**src/rtl/complex_alu_pkg.sv**
```systemverilog
// Shared definitions for the complex matrix ALU and its per-column multiplier.
// Operand format : {imag[SIZE-1:CW], real[CW-1:0]}, both signed two's complement.
// Result format  : {imag[2*RW-1:RW], real[RW-1:0]}, both signed, sign-extended.
package complex_alu_pkg;

    localparam int unsigned SIZE = 16;
    localparam int unsigned CW   = SIZE / 2;      // operand component width
    localparam int unsigned RW   = 3 * SIZE / 2;  // result component width

    typedef struct packed {
        logic signed [CW-1:0] im;
        logic signed [CW-1:0] re;
    } cplx_t;

    typedef struct packed {
        logic signed [RW-1:0] im;
        logic signed [RW-1:0] re;
    } cplx_res_t;

    function automatic logic [SIZE-1:0] pack_cplx(input logic signed [CW-1:0] re,
                                                  input logic signed [CW-1:0] im);
        return {im, re};
    endfunction

    function automatic cplx_t unpack_cplx(input logic [SIZE-1:0] d);
        return cplx_t'(d);
    endfunction

    function automatic logic [3*SIZE-1:0] pack_cplx_res(input logic signed [RW-1:0] re,
                                                        input logic signed [RW-1:0] im);
        return {im, re};
    endfunction

    function automatic cplx_res_t unpack_cplx_res(input logic [3*SIZE-1:0] d);
        return cplx_res_t'(d);
    endfunction

endpackage

```
**src/rtl/cplx_fifo.sv**
```systemverilog
// Registered (non fall-through) FIFO used for each multiplier input channel.
// A pushed word becomes visible on rdata_o the cycle after it is written.
// Ports:
//   clk_i, rst_ni      clock, asynchronous active-low reset
//   push_i, wdata_i    write request and data (ignored while full)
//   pop_i              read request (ignored while empty)
//   rdata_o            head entry, valid while empty_o = 0
//   full_o, empty_o    occupancy flags, derived from registered count only
module cplx_fifo #(
    parameter int unsigned Width = 16,
    parameter int unsigned Depth = 2
) (
    input  logic             clk_i,
    input  logic             rst_ni,
    input  logic             push_i,
    input  logic [Width-1:0] wdata_i,
    input  logic             pop_i,
    output logic [Width-1:0] rdata_o,
    output logic             full_o,
    output logic             empty_o
);

    localparam int unsigned PtrW = (Depth > 1) ? $clog2(Depth) : 1;
    localparam int unsigned CntW = $clog2(Depth + 1);

    logic [Width-1:0] mem_q [Depth];
    logic [Width-1:0] mem_d [Depth];
    logic [PtrW-1:0]  wr_ptr_q, wr_ptr_d;
    logic [PtrW-1:0]  rd_ptr_q, rd_ptr_d;
    logic [CntW-1:0]  cnt_q, cnt_d;
    logic             do_push, do_pop;

    // Pointers wrap explicitly so non power-of-two depths work.
    function automatic logic [PtrW-1:0] ptr_inc(input logic [PtrW-1:0] p);
        return (p == PtrW'(Depth - 1)) ? '0 : p + PtrW'(1);
    endfunction

    assign full_o  = (cnt_q == CntW'(Depth));
    assign empty_o = (cnt_q == '0);
    assign rdata_o = mem_q[rd_ptr_q];

    always_comb begin
        do_push  = push_i & ~full_o;
        do_pop   = pop_i & ~empty_o;
        mem_d    = mem_q;
        wr_ptr_d = wr_ptr_q;
        rd_ptr_d = rd_ptr_q;
        cnt_d    = cnt_q;
        if (do_push) begin
            mem_d[wr_ptr_q] = wdata_i;
            wr_ptr_d        = ptr_inc(wr_ptr_q);
        end
        if (do_pop) begin
            rd_ptr_d = ptr_inc(rd_ptr_q);
        end
        case ({do_push, do_pop})
            2'b10:   cnt_d = cnt_q + CntW'(1);
            2'b01:   cnt_d = cnt_q - CntW'(1);
            default: cnt_d = cnt_q;
        endcase
    end

    always_ff @(posedge clk_i or negedge rst_ni) begin
        if (!rst_ni) begin
            for (int i = 0; i < int'(Depth); i++) begin
                mem_q[i] <= '0;
            end
            wr_ptr_q <= '0;
            rd_ptr_q <= '0;
            cnt_q    <= '0;
        end else begin
            mem_q    <= mem_d;
            wr_ptr_q <= wr_ptr_d;
            rd_ptr_q <= rd_ptr_d;
            cnt_q    <= cnt_d;
        end
    end

endmodule

```
**src/rtl/complex_mul_axis.sv**
```systemverilog
// Pipelined signed complex multiplier with AXI-Stream style handshakes.
// Operands A and B are queued in per-channel FIFOs, paired in arrival order,
// then pass through S1 (operands), S2 (partial products), S3 (output register).
// Ports:
//   clk, rst_n                        clock, asynchronous active-low reset
//   s_axis_a_*                        operand A channel {imag, real}, SIZE bits
//   s_axis_b_*                        operand B channel {imag, real}, SIZE bits
//   m_axis_dout_*                     product channel {imag, real}, 3*SIZE bits
// Requires SIZE even and >= 4, IN_DEPTH >= 1.
module complex_mul_axis #(
    parameter int unsigned SIZE     = complex_alu_pkg::SIZE,
    parameter int unsigned IN_DEPTH = 2
) (
    input  logic                clk,
    input  logic                rst_n,
    input  logic                s_axis_a_tvalid,
    output logic                s_axis_a_tready,
    input  logic [SIZE-1:0]     s_axis_a_tdata,
    input  logic                s_axis_b_tvalid,
    output logic                s_axis_b_tready,
    input  logic [SIZE-1:0]     s_axis_b_tdata,
    output logic                m_axis_dout_tvalid,
    input  logic                m_axis_dout_tready,
    output logic [3*SIZE-1:0]   m_axis_dout_tdata
);

    localparam int unsigned HW = SIZE / 2;      // operand component width
    localparam int unsigned OW = 3 * SIZE / 2;  // result component width

    logic              a_full, a_empty, b_full, b_empty;
    logic [SIZE-1:0]   a_head, b_head;
    logic              join_en;
    logic              s1_ld, s2_ld, s3_ld;

    logic              s1_valid_q, s1_valid_d;
    logic [SIZE-1:0]   s1_a_q, s1_a_d, s1_b_q, s1_b_d;
    logic              s2_valid_q, s2_valid_d;
    logic [SIZE-1:0]   pp_rr_q, pp_rr_d, pp_ii_q, pp_ii_d;
    logic [SIZE-1:0]   pp_ri_q, pp_ri_d, pp_ir_q, pp_ir_d;
    logic              s3_valid_q, s3_valid_d;
    logic [3*SIZE-1:0] dout_q, dout_d;

    // Components sign-extended to SIZE bits so the low SIZE bits of an unsigned
    // product equal the signed product, which always fits in SIZE bits.
    logic [SIZE-1:0]   ar, ai, br, bi;
    logic [SIZE:0]     re_sum, im_sum;

    // Ready depends on occupancy only; a pop in the same cycle does not free a slot.
    assign s_axis_a_tready = rst_n & ~a_full;
    assign s_axis_b_tready = rst_n & ~b_full;

    cplx_fifo #(
        .Width (SIZE),
        .Depth (IN_DEPTH)
    ) u_fifo_a (
        .clk_i   (clk),
        .rst_ni  (rst_n),
        .push_i  (s_axis_a_tvalid & s_axis_a_tready),
        .wdata_i (s_axis_a_tdata),
        .pop_i   (join_en),
        .rdata_o (a_head),
        .full_o  (a_full),
        .empty_o (a_empty)
    );

    cplx_fifo #(
        .Width (SIZE),
        .Depth (IN_DEPTH)
    ) u_fifo_b (
        .clk_i   (clk),
        .rst_ni  (rst_n),
        .push_i  (s_axis_b_tvalid & s_axis_b_tready),
        .wdata_i (s_axis_b_tdata),
        .pop_i   (join_en),
        .rdata_o (b_head),
        .full_o  (b_full),
        .empty_o (b_empty)
    );

    // Each stage may load when empty or when it drains this cycle; bubbles collapse.
    always_comb begin
        s3_ld   = ~s3_valid_q | m_axis_dout_tready;
        s2_ld   = ~s2_valid_q | s3_ld;
        s1_ld   = ~s1_valid_q | s2_ld;
        join_en = ~a_empty & ~b_empty & s1_ld;
    end

    always_comb begin
        ar = {{HW{s1_a_q[HW-1]}},   s1_a_q[HW-1:0]};
        ai = {{HW{s1_a_q[SIZE-1]}}, s1_a_q[SIZE-1:HW]};
        br = {{HW{s1_b_q[HW-1]}},   s1_b_q[HW-1:0]};
        bi = {{HW{s1_b_q[SIZE-1]}}, s1_b_q[SIZE-1:HW]};
        re_sum = {pp_rr_q[SIZE-1], pp_rr_q} - {pp_ii_q[SIZE-1], pp_ii_q};
        im_sum = {pp_ri_q[SIZE-1], pp_ri_q} + {pp_ir_q[SIZE-1], pp_ir_q};
    end

    always_comb begin
        s1_valid_d = s1_valid_q;
        s1_a_d     = s1_a_q;
        s1_b_d     = s1_b_q;
        s2_valid_d = s2_valid_q;
        pp_rr_d    = pp_rr_q;
        pp_ii_d    = pp_ii_q;
        pp_ri_d    = pp_ri_q;
        pp_ir_d    = pp_ir_q;
        s3_valid_d = s3_valid_q;
        dout_d     = dout_q;

        if (s1_ld) begin
            s1_valid_d = join_en;
            if (join_en) begin
                s1_a_d = a_head;
                s1_b_d = b_head;
            end
        end

        if (s2_ld) begin
            s2_valid_d = s1_valid_q;
            if (s1_valid_q) begin
                pp_rr_d = ar * br;
                pp_ii_d = ai * bi;
                pp_ri_d = ar * bi;
                pp_ir_d = ai * br;
            end
        end

        // Data only changes on a real load so tdata keeps its last value when idle.
        if (s3_ld) begin
            s3_valid_d = s2_valid_q;
            if (s2_valid_q) begin
                dout_d = {{(OW-SIZE-1){im_sum[SIZE]}}, im_sum,
                          {(OW-SIZE-1){re_sum[SIZE]}}, re_sum};
            end
        end
    end

    always_ff @(posedge clk or negedge rst_n) begin
        if (!rst_n) begin
            s1_valid_q <= 1'b0;
            s1_a_q     <= '0;
            s1_b_q     <= '0;
            s2_valid_q <= 1'b0;
            pp_rr_q    <= '0;
            pp_ii_q    <= '0;
            pp_ri_q    <= '0;
            pp_ir_q    <= '0;
            s3_valid_q <= 1'b0;
            dout_q     <= '0;
        end else begin
            s1_valid_q <= s1_valid_d;
            s1_a_q     <= s1_a_d;
            s1_b_q     <= s1_b_d;
            s2_valid_q <= s2_valid_d;
            pp_rr_q    <= pp_rr_d;
            pp_ii_q    <= pp_ii_d;
            pp_ri_q    <= pp_ri_d;
            pp_ir_q    <= pp_ir_d;
            s3_valid_q <= s3_valid_d;
            dout_q     <= dout_d;
        end
    end

    assign m_axis_dout_tvalid = s3_valid_q;
    assign m_axis_dout_tdata  = dout_q;

endmodule

```
**config.mk**
```make
export PLATFORM = sky130hd
export DESIGN_NAME = complex_mul_axis
export DESIGN_NICKNAME = d
export VERILOG_FILES = /design/src/rtl/complex_alu_pkg.sv /design/src/rtl/cplx_fifo.sv /design/src/rtl/complex_mul_axis.sv
export SDC_FILE = /design/constraint.sdc
export NUM_CORES = 1
export LEC_CHECK = 0
export ABC_AREA = 1
export CAP_MARGIN = 20
export CORE_MARGIN = 3
export CORE_UTILIZATION = 36
export DETAILED_ROUTE_END_ITERATION = 8
export HOLD_SLACK_MARGIN = 0.15
export PLACE_DENSITY_LB_ADDON = 0.08
export SYNTH_ARGS = -nofsm -noshare
export SYNTH_HDL_FRONTEND = slang
export SYNTH_SLANG_ARGS = --single-unit
```
**constraint.sdc**
```tcl
create_clock -name clk -period 3.9 [get_ports clk]
set_input_delay 0.975 -clock clk [delete_from_list [all_inputs] [get_ports clk]]
set_output_delay 0.975 -clock clk [all_outputs]
set_load 0.05 [all_outputs]
```
Word level (Yosys, flattened, before mapping) --
Cells that the tools add are included.
Storage, ports and cells: flip-flop bits (word level) 212, bits in latches 0, memory bits (writable) 0, memory bits (read-only) 0, logic and storage cells 97, memories kept 0
Cells by class: $add $sub $neg 10, multipliers 4, divide/modulo/power cells 0, order comparisons 6, eq/ne operators 6, shift operators 0, mux-type cells 18, bitwise operators 24, reductions and logical operators 9
Operator list (number):
- 16-bit 2-to-1 mux | 8
- 32-bit bitwise mux | 2
- 8-bit by 8-bit multiplier with 16-bit output | 4
- 16-bit demux with 1-bit select | 2
- 16-bit by 16-bit adder with 17-bit output | 1
- 16-bit by 16-bit subtractor with 17-bit output | 1
- 1-bit AND | 10
- 2-bit == test, second input constant | 4
- 2-bit >= comparator, second input constant | 4
- 1-bit NOT with 2-bit output | 4
- 2-bit case mux with 2 select lines | 2
- 1-bit NOT | 7
- 2-bit AND reduction | 3
- 1-bit adder, second input constant | 4
- 2-bit by 1-bit adder with 2-bit output, second input constant | 2
- 2-bit by 1-bit == test with 1-bit output, second input constant | 2
- 2-bit logical NOT | 2
- 2-bit by 1-bit less-than comparator with 1-bit output, second input constant | 2
- 1-bit 2-to-1 mux | 4
- 2-bit nonzero test | 2
- 2-bit by 1-bit subtractor with 2-bit output, second input constant | 2
- 1-bit OR | 3
- 1-bit logical AND | 2

Logic depth before layout (Yosys ltp) --
depth in word-level cells 8, depth in mapped cells 24, gate-level depth less buffers 22

By module --
A second synthesis with hierarchy kept.
Unflattened totals: cells, all modules 2834, area total of the unflattened synthesis 21169.1 um2
Modules (own cells, without submodules):
- complex_mul_axis | times used 1, cells an instance 2388, area an instance 17595.6 um2, sequential area each 3328.2 um2
- cplx_fifo | times used 2, cells an instance 223, area an instance 1786.7 um2, sequential area each 900.9 um2

Least setup slack after synthesis --
No wires, ideal clock.
path type register to register, start point register s1_a_q[7], end point register pp_rr_q[15], setup time 0.118 ns, arrival time 4.156 ns, slack -0.374 ns, stages on the path, launching flop included 23, path buffers 2, clock period less this slack 4.274 ns, cells stage by stage dfrtp_1 clkbuf_1 clkbuf_1 nand2_1 inv_1 fa_1 inv_1 fa_1 inv_1 fa_1 inv_1 fa_1 inv_1 ha_1 nand2_1 nor2_1 nand2_1 nor2_1 nor2_1 inv_1 nand2_1 nand3_1 nand2_1
On the way: word-level cells in the longest chain between the ends 1
RTL lines:
- start: declaration | RTL line complex_mul_axis.sv:36 | logic [SIZE-1:0] s1_a_q, s1_a_d, s1_b_q, s1_b_d;
- start signal: assignment | RTL line complex_mul_axis.sv:140 | s1_a_q <= '0;
- start signal: assignment | RTL line complex_mul_axis.sv:151 | s1_a_q <= s1_a_d;
- 8-bit by 8-bit multiplier with 16-bit output | RTL line complex_mul_axis.sv:120 | pp_rr_d = ar * br;
- end signal: assignment | RTL line complex_mul_axis.sv:154 | pp_rr_q <= pp_rr_d;
- end: declaration | RTL line complex_mul_axis.sv:38 | logic [SIZE-1:0] pp_rr_q, pp_rr_d, pp_ii_q, pp_ii_d;
Every way passes these cells. A chain may end at the register's enable or synchronous reset.

Worst setup path after layout --
start point register s1_a_q[6], end point register pp_rr_q[10]
The elaborated chain is that of the path after synthesis.

==> run_results.csv <==
group,metric,value,unit
cells_and_area,syn_to_final_growth,27.60,%
placed_design,hpwl,41.33,mm
placed_design,port_buffers,87,
placed_design,place.gp.congestion,0.8639,
timing,rsz0062_at_grt,"true",
drt,wl_per_cell,14.35,um
clock_tree,clkTransAtPathRegs,60,ps
drt,firstDrtPassIters,5,
drt,drc,0,
setup_path,criticalPathCategory,"flip-flop to flip-flop",
timing,clock-skew-final,36.88,ps
clock_tree,cts_buffer_depth,3,
flow_run,maxCapViolCount,0,
placed_design,placed_cell_area,23690,um2
min_path,min-delay-start,"s2_valid_q",
timing,min_period_over_period,103.6,%
timing,relSlewSlack,24.52,%
logic_synthesis,yosysWarnings,0,
drt,vias_per_cell,4.565,
timing,worst_slew_pin_slew,1132,ps
timing,fin_ws,-140.6,ps
die,die_height,246.0,um
die,die_x,246.0,um
drt,drtIter0Drc,859,
cells_and_area,diodes,0,
grt,grt_pass1_vias,17550,
logic_synthesis,synthSimpleGateAreaFrac,20.50,%
logic_synthesis,synth_fa_ha_area_share,30.49,%
clock_tree,cts_sinks,205,
run_status,violations,"negative setup slack",
setup_path,reg2reg_to,"pp_rr_q[10]",
run_status,outcome,"complete, but fails checks",
placed_design,preCtsSetupSlack,-537.1,ps
min_path,worstHoldEndpoint,"m_axis_dout_tvalid",
timing,fmax,247.5,MHz
logic_synthesis,synthXorXnorAreaFrac,1.901,%
timing,setup_viol,29,
logic_synthesis,ys_seq_area_share,24.75,%
die,coreArea,56710,um2
logic_synthesis,synth_nets,3135,
setup_path,end_kind,"flip-flop",
die,start_util,36.55,%
clock_tree,cts_buffers,26,
grt,grt_pass1_wl,90.85,mm
logic_synthesis,synth_compound_area_share,7.605,%
grt,met3_usage,2.203,%
logic_synthesis,syn_inst,2726,
clock_tree,ctsRootBufferMaster,"clkbuf_16",
logic_synthesis,netlist.area_leader.share,24.75,%
logic_synthesis,synthTopCellsByArea,"dfrtp_1 25%, fa_1 21%, nand2_1 14%",
logic_synthesis,ys_types,33,
cells_and_area,n_fill_cell,5664,
cells_and_area,nets,3378,
setup_path,reg2reg_from,"s1_a_q[6]",
clock_tree,clock_latency,560,ps
setup_path,worstPathRequired,4370,ps
drt,drt-total-wl,53.72,mm
grt,grt_use_met2,30.00,%
die,dieArea,60490,um2
logic_synthesis,syn-mean-instance-area,7.604,um2
timing,hold_viol_final,0,
min_path,hold_path_depth,2,
logic_synthesis,synth.largest_area_cell,"dfrtp_1",
setup_path,crit_fanout,6,
clock_tree,cts_max_level,1,
cells_and_area,post-route-cell-area,26450,um2
grt,grt_use_met1,26.50,%
die,pin_count,88,
logic_synthesis,netlist_area,20730,um2
timing,slew_viol_final,0,
min_path,hp-class,"flip-flop to flip-flop",
timing,hold_ws,473.8,ps
grt,grt_max_degree,163,
setup_path,start_kind,"flip-flop",
cells_and_area,drive_above_1_share,21.76,%
grt,grt_antenna_before_repair,0,
die,num_rows,87,
logic_synthesis,synthMuxAreaShare,0,%
logic_synthesis,ys_ff_latch,205,
drt,vias,17090,
clock_tree,cts_tree,"done",
setup_path,rrSetupSlack,-140,ps
drt,ant_nets,0,
setup_path,crit_arrival,4510,ps
timing,post-route-min-period,4041,ps
grt,grt-ovfl-total,0,
grt,grtUsageTotal,18.45,%
grt,grt.busiest_layer,"met2",
logic_synthesis,synth_top_family_by_area,"adder cells",
setup_path,worst_r2r_path_depth,17,
through the flow:
| stage | std cells | setup TNS, ps | util [%] |
|---|---|---|---|
| final | 3743 | -1928 | 46.64 |
| after global routing | 3743 | -7385 | 46.64 |
| after global placement | 3636 | -10170 | 41.77 |
| after floorplan | 2726 | -62.87 | - |
| after CTS | 3725 | -1409 | 45.47 |
| after detailed placement | 3636 | -11310 | 41.77 |
kinds of logic after synthesis:
logic type,count (synthesis)
AO/OA/AOI/OAI,271
flip-flops,205
buffers and inverters,776
adder cells (fa/ha/maj),372
XOR/XNOR,45
AND/OR/NAND/NOR,1057
flip-flops by register name (all words and copies together) (netlist names):
signal	count
m_axis_dout_tdata	34
u_fifo_a.mem_q	32
u_fifo_b.mem_q	32
pp_ii_q	16
pp_ir_q	16
pp_ri_q	16
pp_rr_q	16
s1_a_q	16
s1_b_q	16
u_fifo_a.cnt_q	2
u_fifo_b.cnt_q	2
m_axis_dout_tvalid	1
s1_valid_q	1
s2_valid_q	1
u_fifo_a.rd_ptr_q	1
u_fifo_a.wr_ptr_q	1
u_fifo_b.rd_ptr_q	1
u_fifo_b.wr_ptr_q	1
critical path: stages, from the launching register on:
cell,delay (ps)
dfrtp_2,500
buf_6,180
nand2_2,50
inv_2,30
fa_1,510
inv_2,40
fa_1,510
inv_2,40
fa_1,540
inv_2,40
fa_1,510
inv_2,40
ha_4,300
nand3_1,90
nand2_2,100
a21oi_1,80
or2_2,270
a31oi_1,130
per-layer routing:
metal  share of wire, %  up-vias  wire, um
li1                   -     8613         -
met1                 49     8157     26560
met2                 45      260     24060
met3                3.6       56      1912
met4                2.2        0      1192
met5                  0        -         0
placed cells by master (no fill, tap or decap), types with 28 or more instances in the layout:
cell | netlist | final
buf_4 | 14 | 195
nand3_1 | 113 | 87
dfrtp_1 | 205 | 187
clkdlybuf4s50_1 | 0 | 84
o21ai_0 | 124 | 98
inv_2 | 4 | 58
buf_6 | 11 | 34
ha_1 | 150 | 112
inv_1 | 647 | 591
nand2_2 | 11 | 64
a31oi_1 | 33 | 33
clkbuf_16 | 0 | 28
o21ai_2 | 32 | 39
fa_1 | 222 | 212
a21oi_1 | 65 | 42
ha_4 | 0 | 35
nor2_1 | 119 | 87
nand2_1 | 772 | 701
layout make-up:
| type | instances | area, um2 | area share (%) |
|---|---|---|---|
| inverters | 654 | 2460 | 9.300 |
| well taps | 756 | 945.9 | 3.576 |
| multi-input cells | 1745 | 13890 | 52.52 |
| repair buffers | 337 | 3162 | 11.95 |
| flip-flops and latches | 205 | 5155 | 19.49 |
| clock buffers | 36 | 739.5 | 2.796 |
| clock inverters | 10 | 96.34 | 0.3642 |
worst max path at each step:
stage	depth (start not counted)	startpoint	end	slack, ps
3_5_place_dp	16	s1_a_q[14]	pp_ir_q[15]	-540
6_report	17	s1_a_q[6]	pp_rr_q[10]	-140
5_1_grt	17	s1_a_q[5]	pp_rr_q[10]	-320
4_1_cts	17	s1_a_q[13]	pp_ir_q[15]	-110
2_1_floorplan	19	s1_a_q[7]	pp_rr_q[15]	-60
3_3_place_gp	19	s1_a_q[14]	pp_ir_q[15]	-520
cells in the mapped netlist:
| cell | n |
|---|---|
| and2_1 | 5 |
| a21o_1 | 6 |
| buf_6 | 11 |
| nand4_1 | 18 |
| nand2_2 | 11 |
| nor2_1 | 119 |
| or2_1 | 2 |
| clkbuf_1 | 87 |
| a31oi_1 | 33 |
| o21ai_1 | 2 |
| or2_2 | 9 |
| xnor2_1 | 32 |
| fa_1 | 222 |
| ha_1 | 150 |
| o21bai_1 | 5 |
| nand3b_1 | 7 |
| a21oi_1 | 65 |
| a21oi_4 | 2 |
| nand2_1 | 772 |
| nor3_1 | 1 |
| buf_2 | 8 |
| clkinv_1 | 3 |
| o21ai_2 | 32 |
| dfrtp_1 | 205 |
| a22oi_2 | 1 |
| inv_1 | 647 |
| xor2_1 | 13 |
| o21ai_0 | 124 |
| inv_2 | 4 |
| o22ai_1 | 1 |
| nand3_1 | 113 |
| buf_1 | 2 |
| buf_4 | 14 |
timing repair:
item                       in CTS  in global routing
hold endpoints to repair        0                  0
gates cloned                    0                  1
hold buffers                    0                  0
pin swaps                     111                103
resized for setup             232                159
setup endpoints to repair      37                 37
setup buffers                  43                 17
Power is left out: the tool's default activity adds up to more than one toggle a clock period on the data nets, which glitch-free logic cannot reach.
